==> config.mk <==
export PLATFORM = sky130hd
export DESIGN_NAME = csrs_access
export DESIGN_NICKNAME = d
export VERILOG_FILES = /design/src/rtl/csrs_access_pkg.sv /design/src/rtl/csrs_access_alu.sv /design/src/rtl/csrs_access.sv
export SDC_FILE = /design/constraint.sdc
export NUM_CORES = 1
export LEC_CHECK = 0
export BUFFER_PORTS_ARGS = -buffer_cell sky130_fd_sc_hd__clkbuf_2
export CAP_MARGIN = 40
export CORE_ASPECT_RATIO = 2
export CORE_MARGIN = 1
export CORE_UTILIZATION = 45
export DETAILED_ROUTE_END_ITERATION = 7
export GPL_ROUTABILITY_DRIVEN = 0
export HOLD_SLACK_MARGIN = 0.05
export PLACE_DENSITY = 0.69
export SYNTH_ARGS = -nofsm -noshare
export SYNTH_HDL_FRONTEND = slang
export SYNTH_HIERARCHICAL = 1
export SYNTH_SLANG_ARGS = --single-unit
==> constraint.sdc <==
create_clock -name CLK -period 3.3 [get_ports CLK]
set_input_delay 0.495 -clock CLK [delete_from_list [all_inputs] [get_ports CLK]]
set_output_delay 0.495 -clock CLK [all_outputs]
set_load 0.03 [all_outputs]
==> src/rtl/csrs_access_pkg.sv <==
// csrs_access shared definitions: Zicsr funct3 codes, ALU op codes,
// sequencer states and the read-only CSR address range.
package csrs_access_pkg;

   localparam logic [2:0] CSRRW  = 3'b001;
   localparam logic [2:0] CSRRS  = 3'b010;
   localparam logic [2:0] CSRRC  = 3'b011;
   localparam logic [2:0] CSRRWI = 3'b101;
   localparam logic [2:0] CSRRSI = 3'b110;
   localparam logic [2:0] CSRRCI = 3'b111;

   localparam logic [1:0] OP_RW = 2'b01;
   localparam logic [1:0] OP_RS = 2'b10;
   localparam logic [1:0] OP_RC = 2'b11;

   // addr[11:10] value marking a read-only CSR
   localparam logic [1:0] RO_RANGE = 2'b11;

   typedef enum logic [2:0] {
      S_IDLE,
      S_READ,
      S_WAIT_R,
      S_WRITE,
      S_RESP
   } state_t;

   function automatic logic f3_legal(input logic [2:0] f3);
      logic ok;
      case (f3)
         CSRRW, CSRRS, CSRRC,
         CSRRWI, CSRRSI, CSRRCI: ok = 1'b1;
         default:                ok = 1'b0;
      endcase
      return ok;
   endfunction

endpackage

==> src/rtl/csrs_access_alu.sv <==
// csrs_alu: combinational CSR new-value computation.
// Ports: op[1:0] (RW/RS/RC), old_val, src -> new_val.
module csrs_alu
   import csrs_access_pkg::*;
(
   input  logic [1:0]  op,
   input  logic [31:0] old_val,
   input  logic [31:0] src,
   output logic [31:0] new_val
);

   always_comb begin
      new_val = src;
      case (op)
         OP_RW:   new_val = src;
         OP_RS:   new_val = old_val | src;
         OP_RC:   new_val = old_val & ~src;
         default: new_val = src;
      endcase
   end

endmodule

==> src/rtl/csrs_access.sv <==
// csrs_access: Zicsr read-modify-write sequencer in front of the CSR file.
// Ports: REQ_* request in, RDEN/RADDR/RVALID/RDATA read, WREN/WADDR/WDATA
// write, RESP_* response out, FLUSH and synchronous active-high RST.
module csrs_access
   import csrs_access_pkg::*;
(
   input  logic        CLK,
   input  logic        RST,
   input  logic        REQ_VALID,
   output logic        REQ_READY,
   input  logic [2:0]  REQ_FUNCT3,
   input  logic [11:0] REQ_ADDR,
   input  logic [4:0]  REQ_RS1,
   input  logic [31:0] REQ_RS1DATA,
   input  logic [4:0]  REQ_RD,
   input  logic        FLUSH,
   output logic        RDEN,
   output logic [11:0] RADDR,
   input  logic        RVALID,
   input  logic [31:0] RDATA,
   output logic        WREN,
   output logic [11:0] WADDR,
   output logic [31:0] WDATA,
   output logic        RESP_VALID,
   input  logic        RESP_READY,
   output logic [4:0]  RESP_RD,
   output logic [31:0] RESP_DATA,
   output logic        RESP_ILLEGAL
);

   state_t      state_q, state_d;
   logic [1:0]  op_q, op_d;
   logic [11:0] addr_q, addr_d;
   logic [4:0]  rd_q, rd_d;
   logic [31:0] src_q, src_d;
   logic        do_wr_q, do_wr_d;
   logic [31:0] old_q, old_d;

   logic        rden_q, rden_d;
   logic [11:0] raddr_q, raddr_d;
   logic        wren_q, wren_d;
   logic [11:0] waddr_q, waddr_d;
   logic [31:0] wdata_q, wdata_d;
   logic        rvld_q, rvld_d;
   logic [4:0]  rrd_q, rrd_d;
   logic [31:0] rdata_q, rdata_d;
   logic        rill_q, rill_d;

   logic        accept;
   logic [31:0] req_src;
   logic        req_wr;
   logic        req_rd;
   logic        req_ill;
   logic [1:0]  alu_op;
   logic [31:0] alu_old;
   logic [31:0] alu_src;
   logic [31:0] alu_new;

   assign REQ_READY = (state_q == S_IDLE) && !FLUSH && !RST;
   assign accept    = REQ_READY && REQ_VALID;

   // Immediate forms carry zimm in the rs1 field
   assign req_src = REQ_FUNCT3[2] ? {27'b0, REQ_RS1} : REQ_RS1DATA;
   assign req_wr  = (REQ_FUNCT3[1:0] == OP_RW) || (REQ_RS1 != 5'd0);
   assign req_rd  = !((REQ_FUNCT3[1:0] == OP_RW) && (REQ_RD == 5'd0));
   assign req_ill = !f3_legal(REQ_FUNCT3) ||
                    ((REQ_ADDR[11:10] == RO_RANGE) && req_wr);

   // The no-read path computes the write value at accept with old=0
   always_comb begin
      if (state_q == S_IDLE) begin
         alu_op  = REQ_FUNCT3[1:0];
         alu_old = 32'd0;
         alu_src = req_src;
      end else begin
         alu_op  = op_q;
         alu_old = RDATA;
         alu_src = src_q;
      end
   end

   csrs_alu u_alu (
      .op      (alu_op),
      .old_val (alu_old),
      .src     (alu_src),
      .new_val (alu_new)
   );

   always_comb begin
      state_d = state_q;
      op_d    = op_q;
      addr_d  = addr_q;
      rd_d    = rd_q;
      src_d   = src_q;
      do_wr_d = do_wr_q;
      old_d   = old_q;
      rden_d  = 1'b0;
      raddr_d = raddr_q;
      wren_d  = 1'b0;
      waddr_d = waddr_q;
      wdata_d = wdata_q;
      rvld_d  = rvld_q;
      rrd_d   = rrd_q;
      rdata_d = rdata_q;
      rill_d  = rill_q;
      unique case (state_q)
         S_IDLE: begin
            if (accept) begin
               op_d    = REQ_FUNCT3[1:0];
               addr_d  = REQ_ADDR;
               rd_d    = REQ_RD;
               src_d   = req_src;
               do_wr_d = req_wr;
               old_d   = 32'd0;
               if (req_ill) begin
                  state_d = S_RESP;
                  rvld_d  = 1'b1;
                  rill_d  = 1'b1;
                  rdata_d = 32'd0;
                  rrd_d   = REQ_RD;
               end else if (req_rd) begin
                  state_d = S_READ;
                  rden_d  = 1'b1;
                  raddr_d = REQ_ADDR;
               end else begin
                  state_d = S_WRITE;
                  wren_d  = req_wr;
                  waddr_d = REQ_ADDR;
                  wdata_d = alu_new;
               end
            end
         end
         S_READ: begin
            state_d = FLUSH ? S_IDLE : S_WAIT_R;
         end
         S_WAIT_R: begin
            if (FLUSH) begin
               state_d = S_IDLE;
            end else if (RVALID) begin
               state_d = S_WRITE;
               old_d   = RDATA;
               wren_d  = do_wr_q;
               waddr_d = addr_q;
               if (do_wr_q) begin
                  wdata_d = alu_new;
               end
            end
         end
         S_WRITE: begin
            state_d = S_RESP;
            rvld_d  = 1'b1;
            rill_d  = 1'b0;
            rdata_d = old_q;
            rrd_d   = rd_q;
         end
         S_RESP: begin
            if (RESP_READY) begin
               state_d = S_IDLE;
               rvld_d  = 1'b0;
               rill_d  = 1'b0;
            end
         end
         default: state_d = S_IDLE;
      endcase
   end

   always_ff @(posedge CLK) begin
      if (RST) begin
         state_q <= S_IDLE;
         op_q    <= 2'd0;
         addr_q  <= 12'd0;
         rd_q    <= 5'd0;
         src_q   <= 32'd0;
         do_wr_q <= 1'b0;
         old_q   <= 32'd0;
         rden_q  <= 1'b0;
         raddr_q <= 12'd0;
         wren_q  <= 1'b0;
         waddr_q <= 12'd0;
         wdata_q <= 32'd0;
         rvld_q  <= 1'b0;
         rrd_q   <= 5'd0;
         rdata_q <= 32'd0;
         rill_q  <= 1'b0;
      end else begin
         state_q <= state_d;
         op_q    <= op_d;
         addr_q  <= addr_d;
         rd_q    <= rd_d;
         src_q   <= src_d;
         do_wr_q <= do_wr_d;
         old_q   <= old_d;
         rden_q  <= rden_d;
         raddr_q <= raddr_d;
         wren_q  <= wren_d;
         waddr_q <= waddr_d;
         wdata_q <= wdata_d;
         rvld_q  <= rvld_d;
         rrd_q   <= rrd_d;
         rdata_q <= rdata_d;
         rill_q  <= rill_d;
      end
   end

   assign RDEN         = rden_q;
   assign RADDR        = raddr_q;
   assign WREN         = wren_q;
   assign WADDR        = waddr_q;
   assign WDATA        = wdata_q;
   assign RESP_VALID   = rvld_q;
   assign RESP_RD      = rrd_q;
   assign RESP_DATA    = rdata_q;
   assign RESP_ILLEGAL = rill_q;

endmodule
==> flow_summary.toml, run 1 <==
[power]
ir_drop_uv = 321
cellLeakagePower_nw = 3.83
powerDensity_nw_per_um2 = 473

[global_routing]
grt_antenna_before_repair = 0
grt_pass1_vias = 6945
grt_max_degree = 120
grt-ovfl-total = 0
grt_pass1_wl_um = 35900
grt_usage_pct = 24.1

[logic_synthesis]
synth_cells = 997
synth_cell_types = 46
synth_ff_type = "dfxtp_1"
synthesis.area_um2 = 8320
synth_edf_count = 0
postSynthAreaPerCell_um2 = 8.35
ys_ff_latch = 184
ys_warn_count = 6
synth.net_count = 1092
yosysSeqAreaShare_pct = 44.3
async_flop_share_pct = 0

[min_path]
hold_path_depth = 3
min_path_type = "primary input to register"
hold_end = "old_q[14]$_SDFFE_PP0P_"
min_from = "RDATA[14]"

[run_status]
status = "complete, but fails checks"
violations = "DRC"

[floorplanning]
die_y_um = 194
core-area_um2 = 18200
start_util_pct = 45.7
dieArea_um2 = 19100
ios = 193
fp.dieW_um = 98.2
row_count = 70

[timing]
tightest_slew_ps = 920
setup_viol = 0
drv_slew = 0
rsz0062_at_grt = "false"
clock_skew_ps = 10.6
period_share_pct = 78.5
holdWs_ps = 287
clock.fmax_mhz = 386
relSlewSlack_pct = 38.7
hold_viol = 0
tns_ps = 0
layout_min_cycle_time_ps = 2590

[job]
drv_cap = 0

[critical_path]
reg2reg_to = "WDATA[30]$_SDFFE_PP0P_"
crit_type = "register to register"
critPathMaxFanout = 119
cp_cell_sequence = "or3_4 > buf_4 > o21ai_0 > a21oi_1 > a21oi_2 > nand2_1 > mux2i_1"
rr_worst_depth = 7
regToRegSetupSlack_ps = 710
crit_slowest_cell = "buf_4"
end_kind = "register"
max_stage_delay_ps = 730
timing.rr.start = "state_q[0]$_SDFFE_PP0P_"
arrival_ps = 2890
startpoint_type = "register"
cp.required_ps = 3600

[placed_design]
numPortBuffers = 192
placed_cell_area_um2 = 9300
dp_hpwl_um = 15900

[routing]
vias = 7331
wl_per_cell_um = 16.7
first_pass_iters = 8
first_iter_violations = 276
drt-total-wl_um = 22900
detail-route-antenna-nets = 0
avgViaCountPerCell = 5.36
drc = 9

[cells_and_area]
nets = 1234
drive_gt1_share_pct = 24.8
synthToLayoutAreaGrowth_pct = 18.3
finalInstanceArea_um2 = 9850
final_common_cell = "nand2_1"
layout_common_cells = "nand2_1 (222), clkbuf_2 (191), dfxtp_1 (184)"
fill_cells = 1750
diodes = 0
multi_input_area_um2 = 4240
seq_area_um2 = 3680

[cts]
numClockSinks = 184
htree_num_levels = 4
ctsResizeCount = 0
cts.clk_slew.worst_paths_ps = 70
cts_buffers = 17
insertion_delay_ps = 430
cts_setup_buffers = 0
cts_tree = "yes"
ctsRootBufferMaster = "clkbuf_16"
hold_buffers = 0
clock_tree.buffer_depth = 2
metal layers:
| layer | global-route usage [%] | vias up | wire length, µm |
|---|---|---|---|
| li1 | - | 3694 | - |
| met1 | 25.3 | 3394 | 8530 |
| met2 | 44.7 | 193 | 12400 |
| met3 | 4.21 | 50 | 927 |
| met4 | 13.2 | 0 | 1020 |
| met5 | 0 | - | 0 |
flip-flops by register name, summed over array words and instances, names as in the netlist, 2 cells and up:
register / flops
op_q: 2
WADDR: 12
state_q: 3
addr_q: 12
RADDR: 12
WDATA: 32
rd_q: 5
old_q: 32
RESP_RD: 5
src_q: 32
RESP_DATA: 32
cells in the mapped netlist, types with 2 or more instances:
| cell | count | share of area [%] |
|---|---|---|
| o211ai_1 | 2 | 0.18 |
| mux2_1 | 10 | 1.4 |
| nand3_1 | 32 | 1.9 |
| nand2_1 | 223 | 10 |
| nand2b_1 | 30 | 2.3 |
| and2_1 | 33 | 2.5 |
| nor2_1 | 29 | 1.3 |
| a211oi_1 | 9 | 0.81 |
| a21oi_1 | 116 | 7.0 |
| nor3_1 | 6 | 0.36 |
| a21oi_2 | 30 | 3.2 |
| clkbuf_1 | 62 | 2.8 |
| buf_2 | 11 | 0.66 |
| nor3b_1 | 2 | 0.18 |
| nand3b_1 | 3 | 0.27 |
| a31oi_1 | 3 | 0.23 |
| buf_6 | 9 | 1.2 |
| mux2i_1 | 59 | 7.1 |
| o21ai_0 | 38 | 2.3 |
| dfxtp_1 | 184 | 44 |
| a22o_1 | 32 | 3.4 |
| or4_1 | 2 | 0.18 |
| and3b_1 | 3 | 0.32 |
| nor2b_1 | 14 | 1.1 |
| or3_1 | 30 | 2.3 |
| buf_1 | 2 | 0.090 |
| mux2_2 | 4 | 0.54 |
where the power goes:
group / switching [mW] / internal [mW]
logic: 0.317 / 0.160
clock network: 0.897 / 1.01
registers: 0.0182 / 2.25
worst max-delay path: cells and delay by family, from the launching register on:
family | cells | cell delay, ps
AOI/OAI and AO/OA | 3 | 690
buffers and inverters | 1 | 730
DFF | 1 | 560
muxes | 1 | 70
and+or+nand+nor | 2 | 360
cell type report:
cell class / count / share of cell area, %
clock inverter: 12 / 0.953
timing repair buffer: 208 / 11.1
multi-input combinational: 726 / 43.0
tap: 216 / 2.74
inverter: 2 / 0.0762
sequential: 184 / 37.4
clock buffer: 20 / 4.64
kinds of logic (layout without fill, tap and decap cells):
group	after synthesis	after routing	synth area share [%]
AND/OR/NAND/NOR	414	414	23.6
buffers and inverters	87	242	4.95
multiplexers	73	73	8.99
AO/OA/AOI/OAI	239	239	18.2
flip-flops	184	184	44.3
metrics by stage:
stage / worst slack [ps] / total power, mW / instances / util, %
after detailed placement: 640 / 2.80 / 1336 / 51.0
after global routing: 505 / 4.84 / 1368 / 54.1
final: 709 / 4.66 / 1368 / 54.1
after CTS: 751 / 4.71 / 1368 / 54.1
after floorplan: 707 / 2.64 / 997 / -
after global placement: 696 / 2.79 / 1336 / 51.0
worst max path at each step:
stage	depth (start not counted)	to	slack, ps	from
6_report	7	WDATA[30]$_SDFFE_PP0P_	710	state_q[0]$_SDFFE_PP0P_
3_3_place_gp	6	RESP_DATA[0]$_SDFFE_PP0P_	700	REQ_RS1[3]
3_5_place_dp	7	old_q[12]$_SDFFE_PP0P_	640	RST
4_1_cts	7	WDATA[30]$_SDFFE_PP0P_	750	state_q[0]$_SDFFE_PP0P_
2_1_floorplan	6	REQ_READY	710	state_q[0]$_SDFFE_PP0P_
5_1_grt	7	WDATA[30]$_SDFFE_PP0P_	500	state_q[2]$_SDFFE_PP0P_
Note: power is estimated with default switching activity, not from simulation.
==> run 2: changes to the inputs <==
--- a/config.mk
+++ b/config.mk
@@ -5,6 +5,7 @@
 export SDC_FILE = /design/constraint.sdc
 export NUM_CORES = 1
 export LEC_CHECK = 0
+export ABC_AREA = 1
 export BUFFER_PORTS_ARGS = -buffer_cell sky130_fd_sc_hd__clkbuf_2
 export CAP_MARGIN = 40
 export CORE_ASPECT_RATIO = 2
@@ -13,7 +14,7 @@
 export DETAILED_ROUTE_END_ITERATION = 7
 export GPL_ROUTABILITY_DRIVEN = 0
 export HOLD_SLACK_MARGIN = 0.05
-export PLACE_DENSITY = 0.69
+export PLACE_DENSITY = 0.68
 export SYNTH_ARGS = -nofsm -noshare
 export SYNTH_HDL_FRONTEND = slang
 export SYNTH_HIERARCHICAL = 1
==> constraint.sdc (replaced) <==
create_clock -name CLK -period 2.6 [get_ports CLK]
set_input_delay 0.39 -clock CLK [delete_from_list [all_inputs] [get_ports CLK]]
set_output_delay 0.39 -clock CLK [all_outputs]
set_load 0.03 [all_outputs]
==> run 2 against run 1 <==
- the run now ends clean
- non-clock buffer count is 7 higher
- register-to-register slack worse by 580 ps
- first-iteration DRC count is 52% higher
- critical path depth is 1 lower
- combinational power is 100% higher
- clock-buffer cell count is 1 lower
- setup slack worse by 580 ps
- flip-flop and latch count stayed put
- utilization is 0.41 points higher
- global-route usage is 4.0 points higher
- final area is 6.6% higher
- critical path type unchanged
==> flow_summary.toml, run 2 <==
[cells_and_area]
synthToLayoutAreaGrowth_pct = 19.1
drive_gt1_share_pct = 19.1
final_common_cell = "nand2_1"
nets = 1549
layout_common_cells = "nand2_1 (301), clkbuf_2 (192), dfxtp_1 (184)"

[critical_path]
arrival_ps = 2740
max_stage_delay_ps = 520
crit_type = "register to register"
startpoint_type = "register"
crit_slowest_cell = "nand4_4"
cp_cell_sequence = "inv_2 > nand2_1 > nor3_4 > nand4_4 > buf_4 > a21oi_1"
cp.required_ps = 2870
end_kind = "register"
path_delay_family = "simple AND/OR/NAND/NOR gates"
critPathMaxFanout = 31
critPathBufInv = 2

[logic_synthesis]
async_flop_share_pct = 0
synth_most_common_cell = "nand2_1"
ys_warn_count = 6
synth.net_count = 1407
synth_largest_area_cell = "dfxtp_1"
synthesis.area_um2 = 8820
synth_edf_count = 0
synth_cell_types = 30
yosysSeqAreaShare_pct = 41.8
synth_common_cells = "nand2_1 (301), dfxtp_1 (184), a21oi_1 (152)"
postSynthAreaPerCell_um2 = 6.72
synthTopCellsByArea = "dfxtp_1 (42%), nand2_1 (13%), a21oi_1 (8.6%)"
netlist.area_leader.share_pct = 41.8
synth_ff_type = "dfxtp_1"
ys_ff_latch = 184
synth_cells = 1312

[global_routing]
grt_usage_pct = 28.1
grt-ovfl-total = 0
grt_antenna_before_repair = 1
grt_max_degree = 78
grt_pass1_wl_um = 42600
grt_pass1_vias = 8366

[timing]
drv_slew = 0
fin_ws_ps = 129
hold_viol = 0
setup_viol = 0
relSlewSlack_pct = 44.2
tightest_slew_ps = 836
rsz0062_at_grt = "false"
clock.fmax_mhz = 405
layout_min_cycle_time_ps = 2470
clock_skew_ps = 10.1
period_share_pct = 95.0

[routing]
drc = 0
avgViaCountPerCell = 5.10
first_pass_iters = 5
detail-route-antenna-nets = 0
drt-total-wl_um = 27900
vias = 8796
first_iter_violations = 420
wl_per_cell_um = 16.1

[floorplanning]
row_count = 72
core-area_um2 = 19300
start_util_pct = 45.7
fp.dieW_um = 101
die_y_um = 200
ios = 193
dieArea_um2 = 20200

[cts]
cts_tree = "yes"
cts_buffers = 17
insertion_delay_ps = 430
numClockSinks = 184
htree_num_levels = 4
clock_tree.buffer_depth = 2
cts_setup_buffers = 0
cts.clk_slew.worst_paths_ps = 70
ctsResizeCount = 0
hold_buffers = 0
ctsRootBufferMaster = "clkbuf_16"

[power]
p_clk_share_pct = 41.2
p_int_mw = 4.76
p_total_mw = 6.64
power_frac_seq_pct = 44.2
power.net_switching_mw = 1.89
comb_power_share_pct = 14.6
powerDensity_nw_per_um2 = 633
ir_drop_uv = 369
switching_share_pct = 28.4
cellLeakagePower_nw = 5.05

[placed_design]
numPortBuffers = 192
dpl_worst_slack_ps = 4.08
dp_hpwl_um = 20000

[min_path]
min_path_type = "primary input to register"

[job]
drv_cap = 0

[run_status]
status = "finished clean"
run 2: path summary, 6_finish.rpt:
path | startpoint | endpoint | slack [ps] | cells after the start
worst max register to register | state_q[1]$_SDFFE_PP0P_ | WREN$_SDFF_PP0_ | 130 | 6
worst min register to register | addr_q[6]$_SDFFE_PP0P_ | addr_q[6]$_SDFFE_PP0P_ | 440 | 2
worst min-delay path | REQ_RS1DATA[21] | src_q[21]$_SDFFE_PP0P_ | 210 | 3
worst max-delay path | state_q[1]$_SDFFE_PP0P_ | WREN$_SDFF_PP0_ | 130 | 6
run 2: per-stage QoR:
step                      instance area (µm²)  hold slack, ps  util [%]  TNS (ps)  cells
after global placement                   9850             430      51.1     -12.8   1693
after floorplan                          8820             422         -         0   1312
final                                   10500             206      54.5         0   1726
after CTS                               10500             184      54.4         0   1725
after detailed placement                 9880             437      51.2         0   1694
after global routing                    10500             215      54.5         0   1726
run 2: cell families after synthesis:
family,synth area share [%]
and+or+nand+nor,31.3
AOI/OAI and AO/OA,14.7
buffers and inverters,11.7
DFF,41.8
muxes,0.454
run 2: final cells by class:
| type | instances | area [µm²] |
|---|---|---|
| clock inverter | 12 | 165 |
| fill | 2007 | 8780 |
| clock buffer | 19 | 453 |
| multi-input combinational | 880 | 4110 |
| antenna | 1 | 2.50 |
| sequential | 184 | 3680 |
| tap | 259 | 324 |
| timing repair buffer | 215 | 1180 |
| inverter | 156 | 586 |
run 2: metal layers:
layer	GRT usage, %	wire length, µm	share of wire (%)
met1	26.6	9590	34
met2	53.2	15100	54
met3	3.90	1030	3.7
met4	22.0	2090	7.5
met5	0	0	0
run 2: power by group through the flow:
stage	Sequential [mW]	Clock (mW)	Combinational, mW
after floorplan	3.05	0	0.608
after global placement	3.00	0	0.962
after detailed placement	3.00	0	0.971
after CTS	2.93	2.79	0.975
after global routing	2.94	2.89	1.08
final	2.94	2.73	0.972
run 2: worst register-to-register path: cells and delay by family, from the launching register on:
family	cells	cell delay (ps)
simple gates	3	970
flops	1	400
buf+inv	2	510
compound gates	1	430
